### src/rtl/wb_port_arbiter_if.sv
// ---------------------------------------------------------------------------
// wb_port_arbiter_if
// Purpose : groups the two writeback requester handshakes (port A: in-order
//           writeback, port B: load return) that compete for the single
//           register-file write port.
// Signals : a_valid/a_ready/a_rd/a_data  - port A request, grant and payload
//           b_valid/b_ready/b_rd/b_data  - port B request, grant and payload
// Modports: slave  - the arbiter (takes requests, returns grants)
//           master - the requester side (drives requests, sees grants)
// ---------------------------------------------------------------------------
interface wb_port_arbiter_if #(
  parameter int DW = 32,
  parameter int AW = 5
);
  logic          a_valid;
  logic          a_ready;
  logic [AW-1:0] a_rd;
  logic [DW-1:0] a_data;
  logic          b_valid;
  logic          b_ready;
  logic [AW-1:0] b_rd;
  logic [DW-1:0] b_data;

  modport slave (
    input  a_valid, a_rd, a_data,
    input  b_valid, b_rd, b_data,
    output a_ready, b_ready
  );

  modport master (
    output a_valid, a_rd, a_data,
    output b_valid, b_rd, b_data,
    input  a_ready, b_ready
  );
endinterface

### src/rtl/wb_port_arbiter.sv
// ---------------------------------------------------------------------------
// wb_port_arbiter
// Purpose : shares the register-file write port between port A (in-order
//           writeback) and port B (long-latency load return). The winning
//           write is registered one cycle after its handshake, and every
//           completed handshake is counted in instret.
// Ports   : clk        - clock, all state on rising edge
//           rst        - asynchronous active-high reset
//           hold       - global stall, no grants while high
//           req        - requester handshakes (wb_port_arbiter_if.slave)
//           rf_wen     - registered register-file write enable
//           rf_waddr   - registered register-file write address
//           rf_wdata   - registered register-file write data
//           instret    - count of completed handshakes (wraps)
//           last_grant - 0 = A granted most recently, 1 = B
// Parameters: DW, AW, CNT_W, FIXED_PRI (0 = round-robin, 1 = A always wins)
// ---------------------------------------------------------------------------
module wb_port_arbiter #(
  parameter int DW        = 32,
  parameter int AW        = 5,
  parameter int CNT_W     = 64,
  parameter int FIXED_PRI = 0
) (
  input  logic                 clk,
  input  logic                 rst,
  input  logic                 hold,
  wb_port_arbiter_if.slave     req,
  output logic                 rf_wen,
  output logic [AW-1:0]        rf_waddr,
  output logic [DW-1:0]        rf_wdata,
  output logic [CNT_W-1:0]     instret,
  output logic                 last_grant
);

  // Round-robin pointer: which port wins when both request together.
  typedef enum logic {
    PREF_A = 1'b0,
    PREF_B = 1'b1
  } state_e;

  state_e            state_q, state_d;
  logic              grant_a, grant_b;
  logic              handshake;
  logic [AW-1:0]     win_rd;
  logic [DW-1:0]     win_data;

  logic              rf_wen_q, rf_wen_d;
  logic [AW-1:0]     rf_waddr_q, rf_waddr_d;
  logic [DW-1:0]     rf_wdata_q, rf_wdata_d;
  logic [CNT_W-1:0]  instret_q, instret_d;
  logic              last_grant_q, last_grant_d;

  // Grant selection and pointer update. Grants are purely combinational from
  // valid, hold and the pointer, so a requester sees ready in the same cycle.
  always_comb begin
    state_d = state_q;
    grant_a = 1'b0;
    grant_b = 1'b0;
    if (!hold) begin
      if (FIXED_PRI != 0) begin
        if (req.a_valid) begin
          grant_a = 1'b1;
        end else if (req.b_valid) begin
          grant_b = 1'b1;
        end
        // Pointer only mirrors the last winner here; it never steers grants.
        if (grant_a) begin
          state_d = PREF_B;
        end else if (grant_b) begin
          state_d = PREF_A;
        end
      end else begin
        unique case (state_q)
          PREF_A: begin
            if (req.a_valid) begin
              grant_a = 1'b1;
              // Hand preference over only if B was actually waiting.
              state_d = req.b_valid ? PREF_B : PREF_A;
            end else if (req.b_valid) begin
              grant_b = 1'b1;
            end
          end
          PREF_B: begin
            if (req.b_valid) begin
              grant_b = 1'b1;
              state_d = req.a_valid ? PREF_A : PREF_B;
            end else if (req.a_valid) begin
              grant_a = 1'b1;
            end
          end
          default: begin
            state_d = PREF_A;
          end
        endcase
      end
    end
  end

  assign req.a_ready = grant_a;
  assign req.b_ready = grant_b;

  assign handshake = grant_a | grant_b;
  assign win_rd    = grant_b ? req.b_rd   : req.a_rd;
  assign win_data  = grant_b ? req.b_data : req.a_data;

  // Write-port registers and retire counter next state.
  always_comb begin
    rf_wen_d     = 1'b0;
    rf_waddr_d   = rf_waddr_q;
    rf_wdata_d   = rf_wdata_q;
    instret_d    = instret_q;
    last_grant_d = last_grant_q;
    if (handshake) begin
      // x0 is architecturally zero: the handshake retires but nothing is
      // written, and the address/data registers keep the last real write.
      if (win_rd != '0) begin
        rf_wen_d   = 1'b1;
        rf_waddr_d = win_rd;
        rf_wdata_d = win_data;
      end
      instret_d    = instret_q + CNT_W'(1);
      last_grant_d = grant_b;
    end
  end

  always_ff @(posedge clk or posedge rst) begin
    if (rst) begin
      state_q      <= PREF_A;
      rf_wen_q     <= 1'b0;
      rf_waddr_q   <= '0;
      rf_wdata_q   <= '0;
      instret_q    <= '0;
      last_grant_q <= 1'b1;
    end else begin
      state_q      <= state_d;
      rf_wen_q     <= rf_wen_d;
      rf_waddr_q   <= rf_waddr_d;
      rf_wdata_q   <= rf_wdata_d;
      instret_q    <= instret_d;
      last_grant_q <= last_grant_d;
    end
  end

  assign rf_wen     = rf_wen_q;
  assign rf_waddr   = rf_waddr_q;
  assign rf_wdata   = rf_wdata_q;
  assign instret    = instret_q;
  assign last_grant = last_grant_q;

endmodule

### src/flat_wrapper.sv
// flat-port wrapper written by rule: the top's interface ports become plain ports
module wb_port_arbiter_flat 
#(
  parameter int DW        = 32,
  parameter int AW        = 5,
  parameter int CNT_W     = 64,
  parameter int FIXED_PRI = 0
)
  (clk, rst, hold, rf_wen, rf_waddr, rf_wdata, instret, last_grant, req_a_valid, req_a_rd, req_a_data, req_b_valid, req_b_rd, req_b_data, req_a_ready, req_b_ready);
  wb_port_arbiter_if #(.DW(DW), .AW(AW)) req_i ();
  input  logic clk;
  input  logic rst;
  input  logic hold;
  output logic rf_wen;
  output logic [AW-1:0] rf_waddr;
  output logic [DW-1:0] rf_wdata;
  output logic [CNT_W-1:0] instret;
  output logic last_grant;
  input wire logic [$bits(req_i.a_valid)-1:0] req_a_valid;
  input wire logic [$bits(req_i.a_rd)-1:0] req_a_rd;
  input wire logic [$bits(req_i.a_data)-1:0] req_a_data;
  input wire logic [$bits(req_i.b_valid)-1:0] req_b_valid;
  input wire logic [$bits(req_i.b_rd)-1:0] req_b_rd;
  input wire logic [$bits(req_i.b_data)-1:0] req_b_data;
  output wire logic [$bits(req_i.a_ready)-1:0] req_a_ready;
  output wire logic [$bits(req_i.b_ready)-1:0] req_b_ready;
  assign req_i.a_valid = req_a_valid;
  assign req_i.a_rd = req_a_rd;
  assign req_i.a_data = req_a_data;
  assign req_i.b_valid = req_b_valid;
  assign req_i.b_rd = req_b_rd;
  assign req_i.b_data = req_b_data;
  assign req_a_ready = req_i.a_ready;
  assign req_b_ready = req_i.b_ready;
  wb_port_arbiter #(.DW(DW), .AW(AW), .CNT_W(CNT_W), .FIXED_PRI(FIXED_PRI)) u_core (.clk(clk), .rst(rst), .hold(hold), .req(req_i), .rf_wen(rf_wen), .rf_waddr(rf_waddr), .rf_wdata(rf_wdata), .instret(instret), .last_grant(last_grant));
endmodule
### config.mk
export PLATFORM = sky130hd
export DESIGN_NAME = wb_port_arbiter_flat
export DESIGN_NICKNAME = d
export VERILOG_FILES = /design/src/rtl/wb_port_arbiter_if.sv /design/src/rtl/wb_port_arbiter.sv /design/src/flat_wrapper.sv
export SDC_FILE = /design/constraint.sdc
export NUM_CORES = 1
export LEC_CHECK = 0
export BUFFER_PORTS_ARGS = -buffer_cell sky130_fd_sc_hd__buf_2
export CAP_MARGIN = 0
export CORE_UTILIZATION = 53
export DETAILED_ROUTE_END_ITERATION = 8
export PLACE_DENSITY = 0.86
export SLEW_MARGIN = 5
export SYNTH_ARGS = -nofsm -noshare
export SYNTH_HDL_FRONTEND = slang
export SYNTH_SLANG_ARGS = --single-unit
### constraint.sdc
create_clock -name clk -period 4.6 [get_ports clk]
set_input_delay 0.23 -clock clk [delete_from_list [all_inputs] [get_ports clk]]
set_output_delay 0.23 -clock clk [all_outputs]
set_load 0.01 [all_outputs]
==> impl_metrics.tcl, run 1 <==
set metrics [dict create \
    hold_class "primary input to asynchronous set/reset pin" \
    finalNetCount 708 \
    irDropWorstVdd_mv 0.202 \
    cts_root_buffer "clkbuf_8" \
    drc 0 \
    holdWs_ns -0.00187 \
    grt_usage_pct 25.1 \
    p_seq_share_pct 55.0 \
    numPortBuffers 183 \
    syn_inst 448 \
    critPathMaxFanout 60 \
    vias 4017 \
    post-route-util_pct 68.6 \
    timing.rr.start "u_core.state_q" \
    clockPowerShare_pct 26.6 \
    wl_per_cell_um 15.2 \
    synth_ff_type "dfrtp_1" \
    start_util_pct 54.8 \
    die_h_um 97.0 \
    slew_headroom_pct 50.4 \
    grt_max_degree 61 \
    synth-seq-cells 104 \
    violations "negative hold slack" \
    n_antenna_cell 0 \
    r2r_end "u_core.rf_wdata[31]" \
    ctsHoldBuffers 0 \
    dr.pass1.iters 4 \
    synthMuxAreaShare_pct 7.75 \
    ys_warn_count 0 \
    cpMostUsedCell "buf_4" \
    synth_xor_area_share_pct 11.7 \
    synth_top_cell_by_area "dfrtp_1" \
    syn_area_mm2 0.00478 \
    synth_common_cells "dfrtp_1 (103), nor2_1 (53), xnor2_1 (40)" \
    clk_pin_slew_ns 0.10 \
    dpl.hpwl_mm 8.47 \
    yosys.area_share.simple_pct 18.7 \
    rr_worst_depth 7 \
    cts_sinks 104 \
    fillers 691 \
    post-cts-setup-buffer-count 0 \
    async_flop_share_pct 100 \
    cts_resized 0 \
    avgViaCountPerCell 5.42 \
    numCtsBuffers 9 \
    hold_viol_final 3 \
    ys_seq_area_share_pct 54.5 \
    cp_num_cells 7 \
    grt_pass1_wl_mm 19.0 \
    cp.arrival_ns 2.66 \
    rrSetupSlack_ns 2.22 \
    required_ns 4.88 \
    timing.final.crit_period_ns 2.38 \
    die_width_um 97.0 \
    maxSlewViolCount 0 \
    grt-ovfl-total 0 \
    drt.antenna.violating_nets 0 \
    clk_path_buf_depth 2 \
    cpLargestDelayFamily "buffers and inverters" \
    crit_chain "nand2b_1, nand2b_2, buf_4, a311oi_4, buf_4, nor2_1, a21oi_1" \
    coreArea_mm2 0.00872 \
    pwr-share-comb_pct 18.4 \
    crit_start "u_core.state_q" \
    drt_wl_total_mm 11.3 \
    cell_internal_pwr_mw 1.38 \
    cpPeakStageDelay_ns 0.57 \
    min_period_over_period_pct 51.7 \
    end_kind "flip-flop" \
    worstPathBufferInverterCount 2 \
    sw_frac_of_total_pct 29.4 \
    status "finished, violations left" \
    drtIter0Drc 128 \
    p_per_area_mw_per_mm2 326 \
    syn-num-nets 528 \
    grt_pass1_vias 3952 \
    ys_types 35 \
    synth-compound-area-share_pct 4.50 \
    synth_edf_count 0 \
    cts_htree_levels 3 \
    drv_cap 0 \
    antenna_found_initial 0 \
    dieArea_mm2 0.00940 \
    tightest_slew_ns 0.743 \
    crit_slowest_cell "a311oi_4" \
    syn_area_per_cell_um2 10.7 \
    clk_latency_ns 0.35 \
    io_pins 184 \
    synth_area_leaders "dfrtp_1 (54%), mux2i_1 (7.7%), xnor2_1 (7.3%)" \
    endpoint "u_core.rf_wdata[31]" \
    routabilityCongestion 0.815 \
    drive_above_1_share_pct 33.8 \
    synth_top_area_share_pct 53.9 \
    clock_skew_ns 0.00994 \
    p_switching_mw 0.572 \
    synth_top_family_by_area "simple AND/OR/NAND/NOR gates" \
    p_leak_nw 3.17 \
    fmax_ghz 0.420 \
    std_cell_rows 34 \
    setup_viol 0 \
    cp-start-kind "flip-flop" \
    yosysMostFrequentCell "dfrtp_1" \
    synth_adder_area_share_pct 0.262 \
    cts_tree "done" \
    setup.worst_path.class "flip-flop to flip-flop" \
    tns_ns 0 \
    rsz0062_at_grt "false" \
    area_growth_pct 25.1 \
]
-- worst min-delay path by stage --
stage,end,slack (ns)
floorplan,u_core.state_q,0.38
global placement,u_core.instret[6],0.40
detailed placement,u_core.instret[19],0.41
CTS,u_core.instret[19],0.02
global route,u_core.instret[6],0.06
finish,u_core.instret[6],-0.002
-- registers in the layout, summed over array words and instances (netlist names) --
name	cells
u_core.instret	64
u_core.rf_wdata	32
u_core.rf_waddr	5
u_core.last_grant	1
u_core.rf_wen	1
u_core.state_q	1
-- layout make-up --
class | instances | area (um2) | area share (%)
flip-flops and latches | 104 | 2600 | 43.5
multi-input cells | 313 | 2070 | 34.6
clock inverters | 4 | 31.3 | 0.523
repair buffers | 186 | 938 | 15.7
inverters | 14 | 55.1 | 0.921
clock buffers | 12 | 145 | 2.43
well taps | 108 | 135 | 2.26
-- routing by layer --
layer	vias up	wire length [um]	global-route usage (%)
li1	1894	-	-
met1	1958	4730	32.3
met2	131	5740	41.9
met3	34	481	4.70
met4	0	328	10.1
met5	-	0	0
-- cells in the final DEF (no fill, tap or decap), types with 5 or more instances in the layout --
cell type and n:
a21oi_1 36, and4_1 6, buf_2 183, clkbuf_8 10, dfrtp_1 103, inv_1 13
mux2i_1 37, nand2_1 24, nand3_1 24, nand4_1 17, nor2_1 53, nor3_1 15
nor3_2 6, nor4_1 5, xnor2_1 40, xor2_1 24
-- metrics by stage --
stage / instances / total power [mW] / setup WS, ns / instance area (um2)
final: 741 / 1.95 / 2.22 / 5980
after global routing: 741 / 2.04 / 1.97 / 5980
after CTS: 741 / 1.96 / 2.22 / 5980
after detailed placement: 725 / 1.45 / 2.12 / 5800
after global placement: 725 / 1.43 / 2.25 / 5800
after floorplan: 448 / 1.28 / 1.64 / 4780
-- kinds of logic (layout without fill, tap and decap cells) --
logic type               after synthesis  in the layout
buffers and inverters                 31            216
AO/OA/AOI/OAI                         41             41
adder cells (fa/ha/maj)                1              1
flip-flops                           104            104
AND/OR/NAND/NOR                      170            170
XOR/XNOR                              64             64
multiplexers                          37             37
-- power groups by stage --
stage          Combinational, mW  Sequential (mW)  Clock (mW)
6_report                   0.357             1.07       0.518
5_1_grt                    0.393             1.08       0.566
4_1_cts                    0.362             1.07       0.530
3_5_place_dp               0.361             1.09           0
3_3_place_gp               0.347             1.08           0
2_1_floorplan              0.166             1.12           0
Power figures use the tool's default switching activity.
==> inputs of run 2 (changes only) <==
CORE_UTILIZATION = 44   (was 53)
PLACE_DENSITY = 0.76   (was 0.86)
clock period = 2.05 ns   (was 4.6 ns; I/O delays follow)
==> run 2 against run 1 <==
  * The run now ends clean
  * Critical path type unchanged
  * Setup slack worse by 2.1 ns
  * Critical endpoint is now u_core.instret[18]
  * Cell count grew 6.6%
  * Combinational power is 130% higher
  * Maximum frequency grew 23%
==> impl_metrics.tcl, run 2 (same netlist as run 1, synthesis figures left out) <==
set metrics [dict create \
    status "completed" \
    hold_class "primary input to flip-flop" \
    mostFrequentLayoutCell "buf_2" \
    hold_viol_final 0 \
    cts_tree "done" \
    area_growth_pct 30.9 \
    maxSlewViolCount 0 \
    grt_max_degree 75 \
    timing.final.crit_period_ns 1.94 \
    dieArea_mm2 0.0113 \
    routabilityCongestion 0.876 \
    grt_pass1_wl_mm 19.5 \
    numCtsBuffers 9 \
    die_width_um 106 \
    min_period_over_period_pct 94.5 \
    route.met3.wl_um 579 \
    drt.antenna.violating_nets 0 \
    grt_usage_pct 22.1 \
    coreArea_mm2 0.0104 \
    fmax_ghz 0.516 \
    end_kind "flip-flop" \
    grt-ovfl-total 0 \
    drc 0 \
    drtIter0Drc 211 \
    rsz0062_at_grt "true" \
    critPathMaxFanout 6 \
    die_h_um 106 \
    p_per_area_mw_per_mm2 719 \
    slew_headroom_pct 50.6 \
    p_leak_nw 3.30 \
    wl_per_cell_um 15.2 \
    clk_latency_ns 0.38 \
    cts_htree_levels 3 \
    drv_cap 0 \
    setup_viol 0 \
    cp.arrival_ns 2.24 \
    setup.worst_path.class "flip-flop to flip-flop" \
    clock_skew_ns 0.00853 \
    drive_above_1_share_pct 37.3 \
    final_cell_mix "buf_2 (183), dfrtp_1 (102), nor2_1 (53), xnor2_1 (40), mux2i_1 (37)" \
    clockPowerShare_pct 28.3 \
    irDropWorstVdd_mv 0.633 \
    n_antenna_cell 0 \
    antenna_found_initial 0 \
    vias 3984 \
    start_util_pct 45.9 \
    io_pins 184 \
    largest_reg_flops 64 \
    dpl.hpwl_mm 8.91 \
    drt-met1-wl_mm 5.08 \
    numPortBuffers 183 \
    p_seq_share_pct 53.4 \
    drt_wl_total_mm 12.0 \
    pwr-share-comb_pct 18.3 \
    finalNetCount 729 \
    clk_path_buf_depth 2 \
    placed_cells 770 \
    tns_ns 0 \
    wl_met2_mm 6.15 \
    cts_sinks 104 \
    cell_internal_pwr_mw 3.21 \
    clk_pin_slew_ns 0.09 \
    final_cells 790 \
    grt_pass1_vias 4000 \
    std_cell_rows 37 \
    cts_root_buffer "clkbuf_8" \
    dr.pass1.iters 4 \
    required_ns 2.35 \
    sw_frac_of_total_pct 28.6 \
    avgViaCountPerCell 5.04 \
    cp-start-kind "flip-flop" \
    p_switching_mw 1.28 \
    dr.max_layer_used "met4" \
    tightest_slew_ns 0.741 \
]
-- run 2: cell count changes in the layout (fill, tap and decap cells not counted), sizes merged --
cell and change:
buf +20, clkbuf -1, dlygate4sd3 +1, clkinvlp -1, bufinv +1, clkinv +2, inv -1
-- run 2: final cells by class --
type	instances	area, um2
clock buffer	11	141
clock inverter	5	56.3
fill	907	4160
inverter	14	56.3
multi-input combinational	313	2120
sequential	104	2610
tap	136	170
timing repair buffer	207	1110
-- run 2: timing repair --
action                     in CTS  in global routing
gates resized for setup         2                  9
pin swaps                       0                  3
hold buffers                    1                  0
hold endpoints to repair      103                  0
setup endpoints to repair       2                 23
buffers inserted                0                  3
-- run 2: final timing paths --
path                               startpoint             endpoint  slack (ns)  depth (start not counted)
setup / recovery            u_core.instret[0]   u_core.instret[18]        0.11                          7
hold / removal                  req_b_data[8]   u_core.rf_wdata[8]        0.02                          3
setup reg to reg            u_core.instret[0]   u_core.instret[18]        0.11                          7
hold reg to reg            u_core.instret[63]   u_core.instret[63]        0.50                          1
max in group asynchronous                 rst    u_core.instret[9]        1.01                          4
min in group asynchronous                 rst  u_core.rf_wdata[12]        0.44                          4
-- run 2: power by group through the flow --
stage / clock network (mW) / logic [mW] / registers [mW]
global route: 1.40 / 0.906 / 2.43
floorplan: 0 / 0.373 / 2.51
CTS: 1.32 / 0.833 / 2.40
global placement: 0 / 0.808 / 2.42
detailed placement: 0 / 0.831 / 2.44
finish: 1.28 / 0.823 / 2.40
-- run 2: through the flow --
stage | area, um2 | worst slack (ns) | power [mW] | hold WS, ns | utilization, %
floorplan | 4780 | 0.219 | 2.88 | 0.252 | -
global placement | 5980 | 0.0973 | 3.23 | 0.311 | 57.4
detailed placement | 5980 | 0.0266 | 3.27 | 0.319 | 57.4
CTS | 6200 | 0.0179 | 4.55 | 0.00118 | 59.5
global route | 6260 | -0.0427 | 4.75 | 0.00406 | 60.1
finish | 6260 | 0.113 | 4.50 | 0.0228 | 60.1
-- run 2: critical path, cell delays in order, from the launching register on --
cell and delay, ns:
dfrtp_1 0.45, ha_1 0.25, nand3_1 0.11, nor3_2 0.26
buf_4 0.18, nand3_1 0.17, nor3_1 0.27, xor2_1 0.17
-- run 2: layer usage --
layer	GRT usage [%]	vias up
met4	6.55	0
met3	6.44	14
li1	-	1930
met2	37.2	118
met1	27.5	1922
met5	0	-
==> inputs of run 3 (changes only) <==
CORE_UTILIZATION = 49   (was 44)
PLACE_DENSITY = 0.8   (was 0.76)
clock period = 2.2 ns   (was 2.05 ns; I/O delays follow)
==> run 3 against run 2 <==
  * Combinational power down 7.9%
  * Global-route usage rose by 0.74 points
  * Critical path depth is 1 lower
  * Sequential power down 7%
  * Via count is 0.58% higher
  * Cell count shrank 2.5%
  * Largest cell class unchanged
  * Highest routed layer unchanged
==> impl_metrics.tcl, run 3 (same netlist as run 1, synthesis figures left out) <==
set metrics [dict create \
    cpPeakStageDelay_ns 0.44 \
    multiInputGateArea_mm2 0.00208 \
    required_ns 2.48 \
    vias 4007 \
    numPortBuffers 183 \
    fmax_ghz 0.494 \
    std_cell_rows 35 \
    drtIter0Drc 105 \
    timing.final.crit_period_ns 2.03 \
    placed_cells 753 \
    n_antenna_cell 0 \
    drc 0 \
    worstPathBufferInverterCount 1 \
    mostFrequentLayoutCell "buf_2" \
    drt.antenna.violating_nets 0 \
    largest_reg_flops 64 \
    rrSetupSlack_ns 0.17 \
    io_pins 184 \
    power_mw 4.28 \
    dpl.hpwl_mm 8.50 \
    grt_usage_pct 22.9 \
    cp_num_cells 6 \
    final_cell_mix "buf_2 (183), dfrtp_1 (103), nor2_1 (53), xnor2_1 (40), mux2i_1 (37)" \
    irDropWorstVdd_mv 0.447 \
    crit_chain "and4_1, and4_1, buf_4, nand4_1, nor3_1, xor2_1" \
    drive_above_1_share_pct 34.8 \
    setup_viol 0 \
    grt_max_degree 105 \
    tightest_slew_ns 0.573 \
    numCtsBuffers 9 \
    fillers 781 \
    slew_headroom_pct 61.8 \
    hold_viol_final 0 \
    coreArea_mm2 0.00933 \
    regArea_mm2 0.00260 \
    die_width_um 101 \
    cpMostUsedCell "and4_1" \
    crit_slowest_cell "dfrtp_1" \
    maxSlewViolCount 0 \
    cts_root_buffer "clkbuf_8" \
    start_util_pct 51.2 \
    cts_htree_levels 3 \
    clk_pin_slew_ns 0.09 \
    r2r_end "u_core.instret[44]" \
    preCtsSetupSlack_ns 0.157 \
    grt-ovfl-total 0 \
    final_cells 770 \
    setup.worst_path.class "flip-flop to flip-flop" \
    tns_ns 0 \
    wl_per_cell_um 14.7 \
    routabilityCongestion 0.818 \
    crit_start "u_core.instret[20]" \
    rr_worst_depth 6 \
    grt_pass1_wl_mm 18.1 \
    timing.rr.start "u_core.instret[20]" \
    setup_ws_ns 0.174 \
    cts_sinks 104 \
    cp-start-kind "flip-flop" \
    p_per_area_mw_per_mm2 697 \
    drv_cap 0 \
    die_h_um 101 \
    drt_wl_total_mm 11.4 \
    endpoint "u_core.instret[44]" \
    cp.arrival_ns 2.31 \
    rsz0062_at_grt "false" \
    avgViaCountPerCell 5.20 \
    grt_pass1_vias 3851 \
    post-route-util_pct 65.9 \
    clk_path_buf_depth 2 \
    finalNetCount 716 \
    critPathMaxFanout 6 \
    cpLargestDelayFamily "simple AND/OR/NAND/NOR gates" \
    clk_latency_ns 0.36 \
    end_kind "flip-flop" \
    area_growth_pct 28.6 \
    status "completed" \
    hold_class "primary input to flip-flop" \
    antenna_found_initial 0 \
    p_leak_nw 3.24 \
    clock_skew_ns 0.0118 \
    min_period_over_period_pct 92.1 \
    dieArea_mm2 0.0102 \
    dr.pass1.iters 4 \
    cts_tree "done" \
]
## run 3: area by class of cell
cell class	instances	area share [%]
sequential	104	42.4
multi-input combinational	313	33.9
timing repair buffer	194	16.7
tap	129	2.63
clock buffer	13	2.42
clock inverter	3	1.06
inverter	14	0.916
## run 3: timing repair
item,CTS,global route
endpoints found under the setup margin,0,9
hold buffers,1,0
resized for setup,0,3
buffers inserted,0,0
hold endpoints to repair,103,0
## run 3: worst min path at each step
stage | from | endpoint | slack (ns) | cells after the start
floorplan | req_b_valid | u_core.state_q | 0.26 | 2
global placement | rst | u_core.rf_wdata[16] | 0.32 | 3
detailed placement | rst | u_core.rf_wdata[14] | 0.32 | 3
CTS | req_b_data[30] | u_core.rf_wdata[30] | 0.02 | 3
global route | req_b_valid | u_core.state_q | 0.04 | 3
finish | req_b_data[30] | u_core.rf_wdata[30] | 0.04 | 3
## run 3: metrics by stage
| stage | hold WS (ns) | instance area, um2 |
|---|---|---|
| after floorplan | 0.260 | 4780 |
| after global placement | 0.317 | 5910 |
| after detailed placement | 0.322 | 5910 |
| after CTS | 0.0220 | 6130 |
| after global routing | 0.0351 | 6150 |
| final | 0.0436 | 6150 |
## run 3: worst reg2reg max path, cell delays in order (launching register included)
cell     delay [ns]
dfrtp_1        0.44
and4_1         0.26
and4_1         0.33
buf_4          0.18
nand4_1        0.26
nor3_1         0.31
xor2_1         0.18
## run 3: report_power, final
group / internal, mW / total [mW] / switching (mW) / leakage, nW
sequential: 2.09 / 2.23 / 0.144 / 1.28
clock: 0.673 / 1.29 / 0.619 / 0.108
combinational: 0.350 / 0.758 / 0.408 / 1.85
## run 3: layer usage
metal	wire length, um	vias up	GRT usage [%]
li1	-	1925	-
met1	4750	1938	28.3
met2	5840	122	39.0
met3	537	22	5.13
met4	225	0	8.92
met5	0	-	0
